### config.mk
export PLATFORM = sky130hd
export DESIGN_NAME = bin_to_bcd_seq_flat
export DESIGN_NICKNAME = d
export VERILOG_FILES = /design/src/rtl/bin_to_bcd_if.sv /design/src/rtl/bin_to_bcd_seq.sv /design/src/flat_wrapper.sv
export SDC_FILE = /design/constraint.sdc
export NUM_CORES = 1
export LEC_CHECK = 0
export BUFFER_PORTS_ARGS = -buffer_cell sky130_fd_sc_hd__buf_2
export CAP_MARGIN = 15
export CORE_AREA = 2 2 76 78
export CTS_BUF_LIST = sky130_fd_sc_hd__clkbuf_4 sky130_fd_sc_hd__clkbuf_8
export DETAILED_ROUTE_END_ITERATION = 10
export DIE_AREA = 0 0 78 80
export MAX_ROUTING_LAYER = met4
export PLACE_DENSITY = 0.9
export SLEW_MARGIN = 20
export SYNTH_ARGS = -nofsm -noshare
export SYNTH_HDL_FRONTEND = slang
export SYNTH_SLANG_ARGS = --single-unit
export TNS_END_PERCENT = 30
### constraint.sdc
create_clock -name clk -period 2 [get_ports clk]
set_input_delay 0.2 -clock clk [delete_from_list [all_inputs] [get_ports clk]]
set_output_delay 0.2 -clock clk [all_outputs]
set_load 0.05 [all_outputs]
### src/rtl/bin_to_bcd_if.sv
// bin_to_bcd_if: start/value request and registered BCD result bundle for bin_to_bcd_seq.
interface bin_to_bcd_if #(
    parameter int WIDTH  = 16,
    parameter int DIGITS = 5
);
    logic                  start;
    logic [WIDTH-1:0]      bin;
    logic                  busy;
    logic                  done;
    logic [4*DIGITS-1:0]   bcd;
    logic [DIGITS-1:0]     lz_mask;
    logic                  overflow;

    modport master (output start, bin, input busy, done, bcd, lz_mask, overflow);
    modport slave  (input start, bin, output busy, done, bcd, lz_mask, overflow);
endinterface

### src/rtl/bin_to_bcd_seq.sv
// bin_to_bcd_seq: sequential double-dabble binary-to-BCD converter with blanking mask and overflow.
module bin_to_bcd_seq #(
    parameter int WIDTH  = 16,
    parameter int DIGITS = 5
) (
    input logic          clk,
    input logic          rst,
    bin_to_bcd_if.slave  bus
);
    localparam int CW = $clog2(WIDTH + 1);
    localparam int BW = 4 * DIGITS;

    typedef enum logic [1:0] {IDLE, SHIFT, DONE} state_t;

    state_t           state, state_n;
    logic [WIDTH-1:0] sh;
    logic [BW-1:0]    scr, adj, bcd_r;
    logic [CW-1:0]    cnt;
    logic             ovf, ovf_r, done_r, z;
    logic [DIGITS-1:0] lz;

    always_ff @(posedge clk or posedge rst) begin
        if (rst) state <= IDLE;
        else     state <= state_n;
    end

    always_comb begin
        state_n = state;
        if (state == IDLE && bus.start)          state_n = SHIFT;
        else if (state == SHIFT && cnt == CW'(1)) state_n = DONE;
        else if (state == DONE)                  state_n = IDLE;
    end

    // per-digit add-3 with no carry between digits
    always_comb begin
        adj = scr;
        for (int i = 0; i < DIGITS; i++)
            adj[4*i +: 4] = scr[4*i +: 4] >= 4'd5 ? scr[4*i +: 4] + 4'd3 : scr[4*i +: 4];
    end

    always_ff @(posedge clk or posedge rst) begin
        if (rst) begin
            sh     <= '0;
            scr    <= '0;
            cnt    <= '0;
            ovf    <= 1'b0;
            bcd_r  <= '0;
            ovf_r  <= 1'b0;
            done_r <= 1'b0;
        end else begin
            done_r <= state == DONE;
            if (state == IDLE && bus.start) begin
                sh  <= bus.bin;
                scr <= '0;
                ovf <= 1'b0;
                cnt <= CW'(WIDTH);
            end else if (state == SHIFT) begin
                scr <= {adj[BW-2:0], sh[WIDTH-1]};
                sh  <= {sh[WIDTH-2:0], 1'b0};
                ovf <= ovf | adj[BW-1];
                cnt <= cnt - CW'(1);
            end else if (state == DONE) begin
                bcd_r <= ovf ? {DIGITS{4'd9}} : scr;
                ovf_r <= ovf;
            end
        end
    end

    // a digit blanks only when it and every digit above it are zero; units never blank
    always_comb begin
        z  = 1'b1;
        lz = '0;
        for (int i = DIGITS - 1; i > 0; i--) begin
            z     = z & (bcd_r[4*i +: 4] == 4'd0);
            lz[i] = z;
        end
    end

    assign bus.busy     = state == SHIFT;
    assign bus.done     = done_r;
    assign bus.bcd      = bcd_r;
    assign bus.lz_mask  = lz;
    assign bus.overflow = ovf_r;
endmodule

### src/flat_wrapper.sv
// flat-port wrapper written by rule: the top's interface ports become plain ports
module bin_to_bcd_seq_flat 
#(
    parameter int WIDTH  = 16,
    parameter int DIGITS = 5
)
  (clk, rst, bus_start, bus_bin, bus_busy, bus_done, bus_bcd, bus_lz_mask, bus_overflow);
  bin_to_bcd_if #(.WIDTH(WIDTH), .DIGITS(DIGITS)) bus_i ();
  input logic clk;
  input logic rst;
  input wire logic [$bits(bus_i.start)-1:0] bus_start;
  input wire logic [$bits(bus_i.bin)-1:0] bus_bin;
  output wire logic [$bits(bus_i.busy)-1:0] bus_busy;
  output wire logic [$bits(bus_i.done)-1:0] bus_done;
  output wire logic [$bits(bus_i.bcd)-1:0] bus_bcd;
  output wire logic [$bits(bus_i.lz_mask)-1:0] bus_lz_mask;
  output wire logic [$bits(bus_i.overflow)-1:0] bus_overflow;
  assign bus_i.start = bus_start;
  assign bus_i.bin = bus_bin;
  assign bus_busy = bus_i.busy;
  assign bus_done = bus_i.done;
  assign bus_bcd = bus_i.bcd;
  assign bus_lz_mask = bus_i.lz_mask;
  assign bus_overflow = bus_i.overflow;
  bin_to_bcd_seq #(.WIDTH(WIDTH), .DIGITS(DIGITS)) u_core (.clk(clk), .rst(rst), .bus(bus_i));
endmodule
==> flow_summary_export.csv, run 1 <==
group,metric,value,unit
setup_path,critPathKind,"reg2out",
finish,finalNonFillerCells,434,
drt,wl_met1,2710,um
place,gp_congestion,0.778,
clocking,max-clock-path-buffers,2,
synth,synth_compound_area_share,16.9,%
clocking,htreeDepth,3,
synth,syn_avg_cell_area,10.1,um^2
sta,timing.hold.ws,49.3,ps
setup_path,cpPeakStageDelay,430,ps
setup_path,worstPathRequired,1800,ps
global_routing,grt_start_max_net_pins,44,
synth,synth_flop_cell,"dfrtp_1",
drt,routed_wl,6250,um
sta,final.period_utilization,95.6,%
drt,vias_per_cell,5.56,
finish,n_antenna_cell,0,
power,p_total,6.97,mW
power,pwr-share-seq,34.4,%
power,share_comb_of_total_power,48.6,%
floorplanning,initial_utilization,57.8,%
synth,synth_xor_area_share,2.52,%
synth,netlist_area,0.00313,mm^2
clocking,cts_tree,"done",
sta,totalNegativeSetupSlack,0,ps
power,worst_ir_drop_vdd,1.18,mV
place,numPlacedInstances,417,
finish,areaGrowthSynthToFinish,17.7,%
min_path,hold_path_startpoint,"bus_bin[0]",
sta,timing.final.hold_violations,0,
flow_run,maxCapViolCount,0,
drt,dr.first_iter.drc_count,172,
place,placement.setup.worst_slack,307,ps
sta,worst_pin_slew,618,ps
setup_path,critPathMaxFanout,3,
min_path,holdCritPathClass,"in2reg",
global_routing,global_route.overflow_total,0,
clocking,reg_clk_slew_reported_paths,80,ps
min_path,timing.hold.worst_endpoint,"u_core.sh[0]$_DFFE_PP0P_",
synth,adder_cell_area_share_of_the_yosys_netlist,4.80,%
synth,post_synth_inst_count,310,
sta,finalSetupViolCount,0,
power,internal_power_contribution,3.77,mW
place,dp_hpwl,4350,um
sta,fin_crit,1910,ps
setup_path,worst-r2r-cell-count,6,
sta,max_freq,0.523,GHz
global_routing,grt_antenna_before_repair,0,
synth,synth_enable_flop_cells,0,
power,fraction_of_power_spent_switching_nets,45.9,%
drt,vias,2415,
place,placement.cell_area,0.00345,mm^2
setup_path,r2r-end,"u_core.scr[2]$_DFFE_PP0P_",
setup_path,worstPathArrival,1710,ps
synth,synth.top_cells.by_area,"dfrtp_1 (53%), nand2_1 (7.1%), ha_1 (4.8%)",
synth,number_of_warnings_reported_in_the_yosys_synthesis_log,0,
synth,sequential_cell_area_fraction_in_the_yosys_report,52.8,%
synth,synthesis.nets,341,
floorplanning,dieHeight,80,um
synth,synth_top_cell_by_area,"dfrtp_1",
floorplanning,die-area,0.00624,mm^2
setup_path,setup.worst_path.start_class,"register",
global_routing,gr_usage_total,23.0,%
setup_path,crit_path_top_delay_cell,"dfrtp_2",
setup_path,crit_path_cell_trace,"nor4_4 > and3_4 > and2_4 > buf_2",
clocking,clock-sinks,66,
drt,routed-wl-met3,381,um
drt,met2_wirelength,3070,um
floorplanning,die_width,78,um
sta,maxSlewViolCount,0,
setup_path,nature_of_the_critical_path_endpoint,"output pin",
synth,synthDistinctLibCells,37,
finish,post-route-cell-area,0.00368,mm^2
power,power_switching,3.20,mW
drt,highest_layer,"met4",
synth,post_synth_and_or_nand_nor_area_fraction,15.1,%
clocking,clock_latency,350,ps
floorplanning,io_pins,47,
floorplanning,placement_rows,27,
clocking,post-cts-setup-buffer-count,0,
global_routing,grt_first_pass_wirelength,10700,um
run_status,status,"complete, no violations",
setup_path,r2r_start,"u_core.scr[0]$_DFFE_PP0P_",
finish,finish.net_count,388,
drt,wire_per_inst,14.4,um
finish,drive_above_1_share,23.8,%
drt,ant_nets,0,
synth,share_of_flip_flops_with_an_asynchronous_set_or_reset_after_synthesis,100,%
power,p_leak,1.82,nW
min_path,whs_path_depth,3,
synth,synth_largest_type_area_fraction,52.8,%
sta,max_slew_margin,58.8,%
synth,dominant_combinational_cell_family_by_area_after_synthesis,"compound AO/OA/AOI/OAI gates",
drt,drcViolationCount,0,
drt,first_pass_iters,6,
floorplanning,core-area,0.00541,mm^2
place,number_of_i_o_port_buffers,45,
sta,finalClockSkew,11.4,ps
synth,yosysMostFrequentCell,"dfrtp_1",
finish,post-route-util,68.1,%
global_routing,first_global_vias,2368,
clocking,cts-root-buf,"clkbuf_8",
synth,post_synth_mux_area_share,2.08,%
power,power.density,1890,mW/mm^2
clocking,cts-buffers-inserted,9,
setup_path,rrSetupSlack,280,ps
sta,setup_repair_after_global_routing_missed_its_margin,"false",
sta,layout_setup_ws,87.5,ps
synth,synth_common_cells,"dfrtp_1 (66), nand2_1 (59), o21ai_0 (27), a22oi_1 (15), inv_1 (15)",
power,power_frac_clock,17.0,%
synth,synth.ff_latch_count,66,
## critical path, delay by kind of cell, from the launching register on
family / cells / cell delay (ps)
buffers and inverters: 1 / 250
flip-flops: 1 / 430
AND/OR/NAND/NOR: 3 / 680
## final cells by class
type	instances	area (um^2)
fillers	425	1730
repair buffers	55	328
clock inverters	2	35.0
multi-input cells	209	1330
well taps	72	90.1
inverters	16	65.1
flip-flops and latches	66	1660
clock buffers	14	180
## state kept, by name (all words and copies together) (netlist names)
signal / flops
u_core.state: 2
u_core.bus.bcd: 20
u_core.ovf: 1
u_core.scr: 20
u_core.bus.overflow: 1
u_core.cnt: 5
u_core.sh: 16
u_core.bus.done: 1
## timing repair
action | CTS | global route
hold endpoints to repair | 23 | 0
endpoints found under the setup margin | 0 | 1
hold buffers | 1 | 0
gates resized for setup | 0 | 1
## layer usage
layer | track usage [%] | vias to the layer above
met3 | 5.77 | 14
li1 | - | 1175
met2 | 37.8 | 85
met4 | 9.47 | 0
met5 | - | -
met1 | 27.3 | 1141
## worst max-delay path by stage
stage                                           end  depth (start not counted)                           start  slack [ps]
final                                bus_lz_mask[1]                          4  u_core.bus.bcd[18]$_DFFE_PP0P_          90
after CTS                            bus_lz_mask[1]                          4  u_core.bus.bcd[12]$_DFFE_PP0P_           3
after floorplan                      bus_lz_mask[1]                          4  u_core.bus.bcd[18]$_DFFE_PP0P_        -170
after detailed placement  u_core.scr[2]$_DFFE_PP0P_                          6       u_core.scr[0]$_DFFE_PP0P_         310
after global placement    u_core.scr[2]$_DFFE_PP0P_                          6       u_core.scr[0]$_DFFE_PP0P_         380
after global routing                 bus_lz_mask[1]                          4  u_core.bus.bcd[12]$_DFFE_PP0P_          10
## kinds of logic after synthesis
logic type / count (synthesis)
buffers and inverters: 35
DFF: 66
and+or+nand+nor: 101
other: 1
AOI/OAI and AO/OA: 80
xor gates and xnor gates: 9
muxes: 6
adders and majority gates: 12
## cells in the final DEF (no fill, tap or decap), drive strengths merged
cell | netlist | layout
a21oi | 8 | 8
a22o | 2 | 2
a22oi | 15 | 15
a32o | 5 | 5
and2 | 2 | 2
and3 | 1 | 1
buf | 9 | 54
bufinv | 0 | 1
clkbuf | 10 | 14
clkinv | 1 | 2
conb | 1 | 1
dfrtp | 66 | 66
dlygate4sd3 | 0 | 1
ha | 12 | 12
inv | 15 | 15
mux2 | 4 | 4
mux2i | 2 | 2
nand2 | 60 | 60
nand2b | 12 | 12
nand3 | 5 | 5
nor2 | 11 | 11
nor3b | 2 | 2
nor4 | 4 | 4
nor4b | 1 | 1
o21a | 1 | 1
o21ai | 27 | 27
o22ai | 6 | 6
o31ai | 13 | 13
o32ai | 3 | 3
or3b | 1 | 1
or4 | 2 | 2
xnor2 | 5 | 5
xor2 | 4 | 4
## power groups by stage
stage	sequential, mW	clock, mW	combinational, mW
after floorplan	2.84	0	2.21
after global placement	2.37	0	3.24
after detailed placement	2.41	0	3.38
after CTS	2.38	1.21	3.40
after global routing	2.48	1.29	3.73
final	2.40	1.19	3.38
(Power assumes the default switching activity.)
==> inputs of run 2 (changes only) <==
Settings changed: CORE_AREA 2 2 76 78 to 2 2 80 82, DIE_AREA 0 0 78 80 to 0 0 82 84, PLACE_DENSITY 0.9 to 0.77.
Clock period 2 ns to 1.6 ns, I/O delays scaled along.
==> flow_summary_export.csv, run 2 (same netlist as run 1, synthesis figures left out) <==
group,metric,value,unit
finish,finish.net_count,400,
finish,drive_above_1_share,31.3,%
sta,timing.final.hold_violations,0,
sta,setup_repair_after_global_routing_missed_its_margin,"true",
sta,maxSlewViolCount,0,
drt,routed_wl,6240,um
place,placement.cell_area,0.00351,mm^2
finish,areaGrowthSynthToFinish,23.6,%
drt,ant_nets,0,
global_routing,grt_start_max_net_pins,32,
setup_path,crit_path_top_delay_cell,"dfrtp_2",
place,placement.setup.worst_slack,-8.97,ps
finish,layout_commonest_cell,"dfrtp_1",
power,power.density,2380,mW/mm^2
finish,mostFrequentLayoutCells,"dfrtp_1 (62), nand2_1 (59), buf_2 (41), o21ai_0 (26), buf_4 (19)",
finish,post-route-cell-area,0.00386,mm^2
drt,vias_per_cell,5.40,
flow_run,maxCapViolCount,0,
floorplanning,placement_rows,29,
finish,final.fill_count,492,
sta,worst_pin_slew,619,ps
setup_path,cpPeakStageDelay,430,ps
clocking,cts_tree,"done",
global_routing,grt_antenna_before_repair,0,
drt,vias,2437,
floorplanning,core-area,0.00610,mm^2
setup_path,setup.worst_path.start_class,"register",
drt,dr.first_iter.drc_count,128,
drt,drcViolationCount,0,
floorplanning,initial_utilization,51.3,%
finish,post-route-util,63.4,%
place,number_of_i_o_port_buffers,45,
floorplanning,die_width,82,um
finish,regArea,0.00166,mm^2
clocking,clock-sinks,66,
setup_path,worstPathRequired,1440,ps
setup_path,worstPathArrival,1570,ps
global_routing,gr_usage_total,20.7,%
drt,first_pass_iters,4,
place,dp_hpwl,4380,um
run_status,failing_checks,"negative setup slack",
floorplanning,die-area,0.00689,mm^2
setup_path,critPathMaxFanout,3,
run_status,status,"complete, but fails checks",
min_path,holdCritPathClass,"in2reg",
clocking,cts-buffers-inserted,9,
finish,n_antenna_cell,0,
sta,finalClockSkew,6.53,ps
clocking,max-clock-path-buffers,2,
place,gp_congestion,0.748,
sta,max_freq,0.579,GHz
setup_path,critPathKind,"reg2out",
power,p_leak,1.88,nW
sta,fin_crit,1730,ps
global_routing,first_global_vias,2334,
clocking,reg_clk_slew_reported_paths,70,ps
sta,max_slew_margin,58.7,%
floorplanning,dieHeight,84,um
setup_path,nature_of_the_critical_path_endpoint,"output pin",
sta,layout_setup_ws,-127,ps
clocking,clock_latency,330,ps
sta,final.period_utilization,108,%
finish,finalNonFillerCells,451,
clocking,cts-root-buf,"clkbuf_8",
place,numPlacedInstances,431,
global_routing,grt_first_pass_wirelength,10800,um
setup_path,crit_path_cell_trace,"nor4_4 > and3_4 > and2_4 > buf_8",
global_routing,global_route.overflow_total,0,
power,worst_ir_drop_vdd,1.45,mV
finish,multi_input_comb_area,0.00137,mm^2
floorplanning,io_pins,47,
drt,wire_per_inst,13.8,um
clocking,htreeDepth,3,
sta,finalSetupViolCount,3,
run 2: changes by cell type in the layout (fill, tap and decap cells not counted), moves of 2 or more:
cell,delta
buf_2,-4
ha_2,+4
a21oi_1,-5
buf_4,+12
ha_1,-4
inv_1,-6
a21oi_2,+5
buf_8,+3
buf_6,+2
inv_2,+5
run 2: power breakdown:
part           switching (mW)  internal, mW
Combinational            2.83          1.82
Sequential              0.665          2.37
Clock                   0.587         0.927
Total                    4.08          5.11
run 2: path summary, 6_finish.rpt:
kind / from / endpoint / slack, ps / cells past startpoint
worst min-delay path: bus_bin[0] / u_core.sh[0]$_DFFE_PP0P_ / 40 / 3
max in group asynchronous: rst / u_core.bus.bcd[16]$_DFFE_PP0P_ / 630 / 4
worst min register to register: u_core.sh[10]$_DFFE_PP0P_ / u_core.sh[10]$_DFFE_PP0P_ / 480 / 2
min in group asynchronous: rst / u_core.bus.done$_DFF_PP0_ / 400 / 3
worst max-delay path: u_core.bus.bcd[18]$_DFFE_PP0P_ / bus_lz_mask[1] / -130 / 4
worst max register to register: u_core.state[1]$_DFFE_PP0P_ / u_core.cnt[4]$_DFFE_PP0P_ / 70 / 6
run 2: layer usage:
layer | global-route usage (%) | vias up | part of all wire [%]
li1 | - | 1198 | -
met4 | 7.73 | 0 | 1.1
met1 | 28.1 | 1170 | 48
met2 | 30.8 | 62 | 46
met5 | - | - | 0
met3 | 3.90 | 7 | 4.9
run 2: through the flow:
stage / power [mW] / hold slack, ps / setup TNS [ps]
floorplan: 6.31 / 265 / -1760
global placement: 7.19 / 196 / 0
detailed placement: 7.36 / 206 / -8.97
CTS: 9.03 / 22.4 / -262
global route: 9.90 / 50.7 / -543
finish: 9.19 / 37.1 / -291
run 2: worst max-delay path: cells and delay by family (launching register included):
| kind | cells | cell delay, ps |
|---|---|---|
| simple gates | 3 | 680 |
| flops | 1 | 430 |
| buf+inv | 1 | 140 |
run 2: layout make-up:
cell class | instances | share of cell area [%]
Clock buffer | 15 | 5.02
Clock inverter | 1 | 0.777
Inverter | 16 | 1.78
Multi-Input combinational cell | 209 | 35.5
Sequential cell | 66 | 42.9
Tap cell | 77 | 2.49
Timing Repair Buffer | 67 | 11.5
run 2: timing repair:
action                     in CTS  in global routing
setup endpoints to repair       6                 16
resized for setup              11                 24
hold buffers                    1                  0
setup buffers                   2                  1
hold endpoints to repair       17                  0
pin swaps                       1                  3
==> inputs of run 3 (changes only) <==
Settings changed: ABC_AREA set to 1, BUFFER_PORTS_ARGS -buffer_cell sky130_fd_sc_hd__buf_2 to unset, CORE_AREA 2 2 80 82 to 2 2 77 79, DIE_AREA 0 0 82 84 to 0 0 79 81, DONT_BUFFER_PORTS set to 1, PLACE_DENSITY 0.77 to 0.76, SKIP_CTS_REPAIR_TIMING set to 1.
==> flow_summary_export.csv, run 3 <==
group,metric,value,unit
clocking,max-clock-path-buffers,2,
drt,first_pass_iters,4,
setup_path,cpMostUsedCell,"nor2_2",
sta,totalNegativeSetupSlack,-12.6,ps
clocking,clock-sinks,66,
sta,max_freq,0.620,GHz
global_routing,gr_usage_total,24.0,%
floorplanning,initial_utilization,56.7,%
drt,ant_nets,0,
synth,synth.ff_latch_count,66,
floorplanning,die-area,0.00640,mm^2
synth,adder_cell_area_share_of_the_yosys_netlist,4.66,%
synth,synth_enable_flop_cells,0,
synth,synth_largest_type_area_fraction,51.3,%
power,power_frac_clock,15.8,%
finish,layout_commonest_cell,"nand2_1",
setup_path,worst-r2r-cell-count,7,
clocking,reg_clk_slew_reported_paths,70,ps
place,number_of_i_o_port_buffers,0,
clocking,cts_tree,"done",
setup_path,nature_of_the_critical_path_endpoint,"output pin",
setup_path,r2r_start,"u_core.scr[4]$_DFFE_PP0P_",
synth,syn_avg_cell_area,8.09,um^2
synth,sequential_cell_area_fraction_in_the_yosys_report,51.3,%
synth,synth_compound_area_share,8.62,%
clocking,cts-root-buf,"clkbuf_8",
finish,post-route-util,68.3,%
synth,post_synth_inst_count,398,
synth,synth.top_cells.by_area,"dfrtp_1 (51%), nand2_1 (15%), nand3_1 (7.0%)",
power,internal_power_contribution,4.35,mW
clocking,clock_latency,340,ps
place,numPlacedInstances,488,
drt,wire_per_inst,13.0,um
power,p_total,8.14,mW
sta,timing.hold.ws,56.5,ps
synth,post_synth_mux_area_share,0,%
place,dp_hpwl,4650,um
place,placement.setup.worst_slack,283,ps
global_routing,grt_first_pass_wirelength,11600,um
run_status,failing_checks,"negative setup slack",
finish,finalNonFillerCells,521,
drt,routed_wl,6760,um
setup_path,worstPathRequired,1440,ps
power,worst_ir_drop_vdd,1.08,mV
place,gp_congestion,0.844,
sta,finalSetupViolCount,1,
finish,areaGrowthSynthToFinish,20.4,%
setup_path,crit_path_top_delay_cell,"dfrtp_2",
sta,finalClockSkew,6.78,ps
setup_path,critPathKind,"reg2out",
synth,synthDistinctLibCells,22,
setup_path,setup.worst_path.start_class,"register",
finish,final.fill_count,458,
sta,maxSlewViolCount,0,
synth,share_of_flip_flops_with_an_asynchronous_set_or_reset_after_synthesis,100,%
global_routing,grt_antenna_before_repair,0,
power,power.density,2100,mW/mm^2
power,pwr-share-seq,37.3,%
drt,vias,2757,
floorplanning,die_width,79,um
synth,netlist_area,0.00322,mm^2
drt,drcViolationCount,0,
setup_path,rrSetupSlack,280,ps
sta,setup_repair_after_global_routing_missed_its_margin,"true",
setup_path,critPathMaxFanout,2,
setup_path,worstPathArrival,1450,ps
place,placement.cell_area,0.00350,mm^2
synth,dominant_combinational_cell_family_by_area_after_synthesis,"simple AND/OR/NAND/NOR gates",
synth,yosysMostFrequentCell,"nand2_1",
power,p_leak,1.98,nW
synth,synthesis.nets,429,
synth,synth_xor_area_share,0,%
finish,n_antenna_cell,0,
drt,vias_per_cell,5.29,
sta,layout_setup_ws,-12.6,ps
run_status,status,"complete, but fails checks",
setup_path,cp-endpoint,"bus_lz_mask[1]",
synth,number_of_warnings_reported_in_the_yosys_synthesis_log,0,
power,share_comb_of_total_power,47.0,%
sta,timing.final.hold_violations,0,
floorplanning,io_pins,47,
global_routing,global_route.overflow_total,0,
drt,dr.first_iter.drc_count,178,
synth,synth_top_cell_by_area,"dfrtp_1",
global_routing,first_global_vias,2670,
sta,fin_crit,1610,ps
power,power_switching,3.79,mW
synth,synth_flop_cell,"dfrtp_1",
finish,mostFrequentLayoutCells,"nand2_1 (125), dfrtp_1 (58), inv_1 (49), nand3_1 (43)",
synth,synth_common_cells,"nand2_1 (126), dfrtp_1 (66), inv_1 (50), nand3_1 (45), o21ai_0 (25)",
setup_path,crit_path_cell_trace,"nor2_2 > nand3_2 > nor2_4 > nand2_2 > nor2_2 > buf_6",
flow_run,maxCapViolCount,0,
floorplanning,dieHeight,81,um
clocking,htreeDepth,3,
min_path,holdCritPathClass,"in2reg",
setup_path,cpPeakStageDelay,410,ps
setup_path,r2r-end,"u_core.scr[8]$_DFFE_PP0P_",
floorplanning,placement_rows,28,
clocking,cts-buffers-inserted,9,
finish,finish.net_count,472,
floorplanning,core-area,0.00568,mm^2
setup_path,crit_path_start,"u_core.bus.bcd[17]$_DFFE_PP0P_",
finish,drive_above_1_share,15.0,%
sta,final.period_utilization,101,%
finish,post-route-cell-area,0.00388,mm^2
power,fraction_of_power_spent_switching_nets,46.5,%
synth,post_synth_and_or_nand_nor_area_fraction,26.6,%
global_routing,grt_start_max_net_pins,51,
-- run 3: how the worst min path moves through the flow --
stage,from,to,slack (ps),cells after the start
after floorplan,bus_bin[10],u_core.sh[10]$_DFFE_PP0P_,280,2
after global placement,rst,u_core.sh[12]$_DFFE_PP0P_,40,1
after detailed placement,rst,u_core.sh[12]$_DFFE_PP0P_,50,1
after CTS,rst,u_core.scr[16]$_DFFE_PP0P_,-330,1
after global routing,bus_start,u_core.state[0]$_DFFE_PP0P_,60,2
final,bus_start,u_core.state[0]$_DFFE_PP0P_,60,2
-- run 3: kinds of logic after synthesis --
family | count (synthesis)
flops | 66
fa+ha+maj | 12
other cells | 1
simple gates | 203
compound gates | 49
buf+inv | 67
-- run 3: final cells by class --
| type | count | area [um^2] | area share [%] |
|---|---|---|---|
| well taps | 75 | 93.8 | 2.42 |
| clock inverters | 2 | 12.5 | 0.323 |
| flip-flops and latches | 66 | 1660 | 42.9 |
| inverters | 54 | 206 | 5.32 |
| repair buffers | 45 | 409 | 10.6 |
| multi-input cells | 265 | 1330 | 34.2 |
| clock buffers | 14 | 168 | 4.32 |
-- run 3: critical path, delay by kind of cell (launching register included) --
| family | cells | cell delay [ps] |
|---|---|---|
| buf+inv | 1 | 160 |
| simple gates | 5 | 540 |
| flops | 1 | 410 |
-- run 3: power by group through the flow --
stage | sequential, mW | clock, mW | combinational (mW)
after global routing | 3.12 | 1.37 | 4.34
after CTS | 3.02 | 1.31 | 3.79
after floorplan | 3.47 | 0 | 2.41
after detailed placement | 3.04 | 0 | 3.77
after global placement | 3.01 | 0 | 3.68
final | 3.04 | 1.28 | 3.82
-- run 3: routing by layer --
metal,vias up,routed length [um],track usage [%]
li1,1367,-,-
met2,74,3220,38.1
met3,6,349,6.11
met5,-,0,-
met1,1310,3120,29.4
met4,0,77,10.9
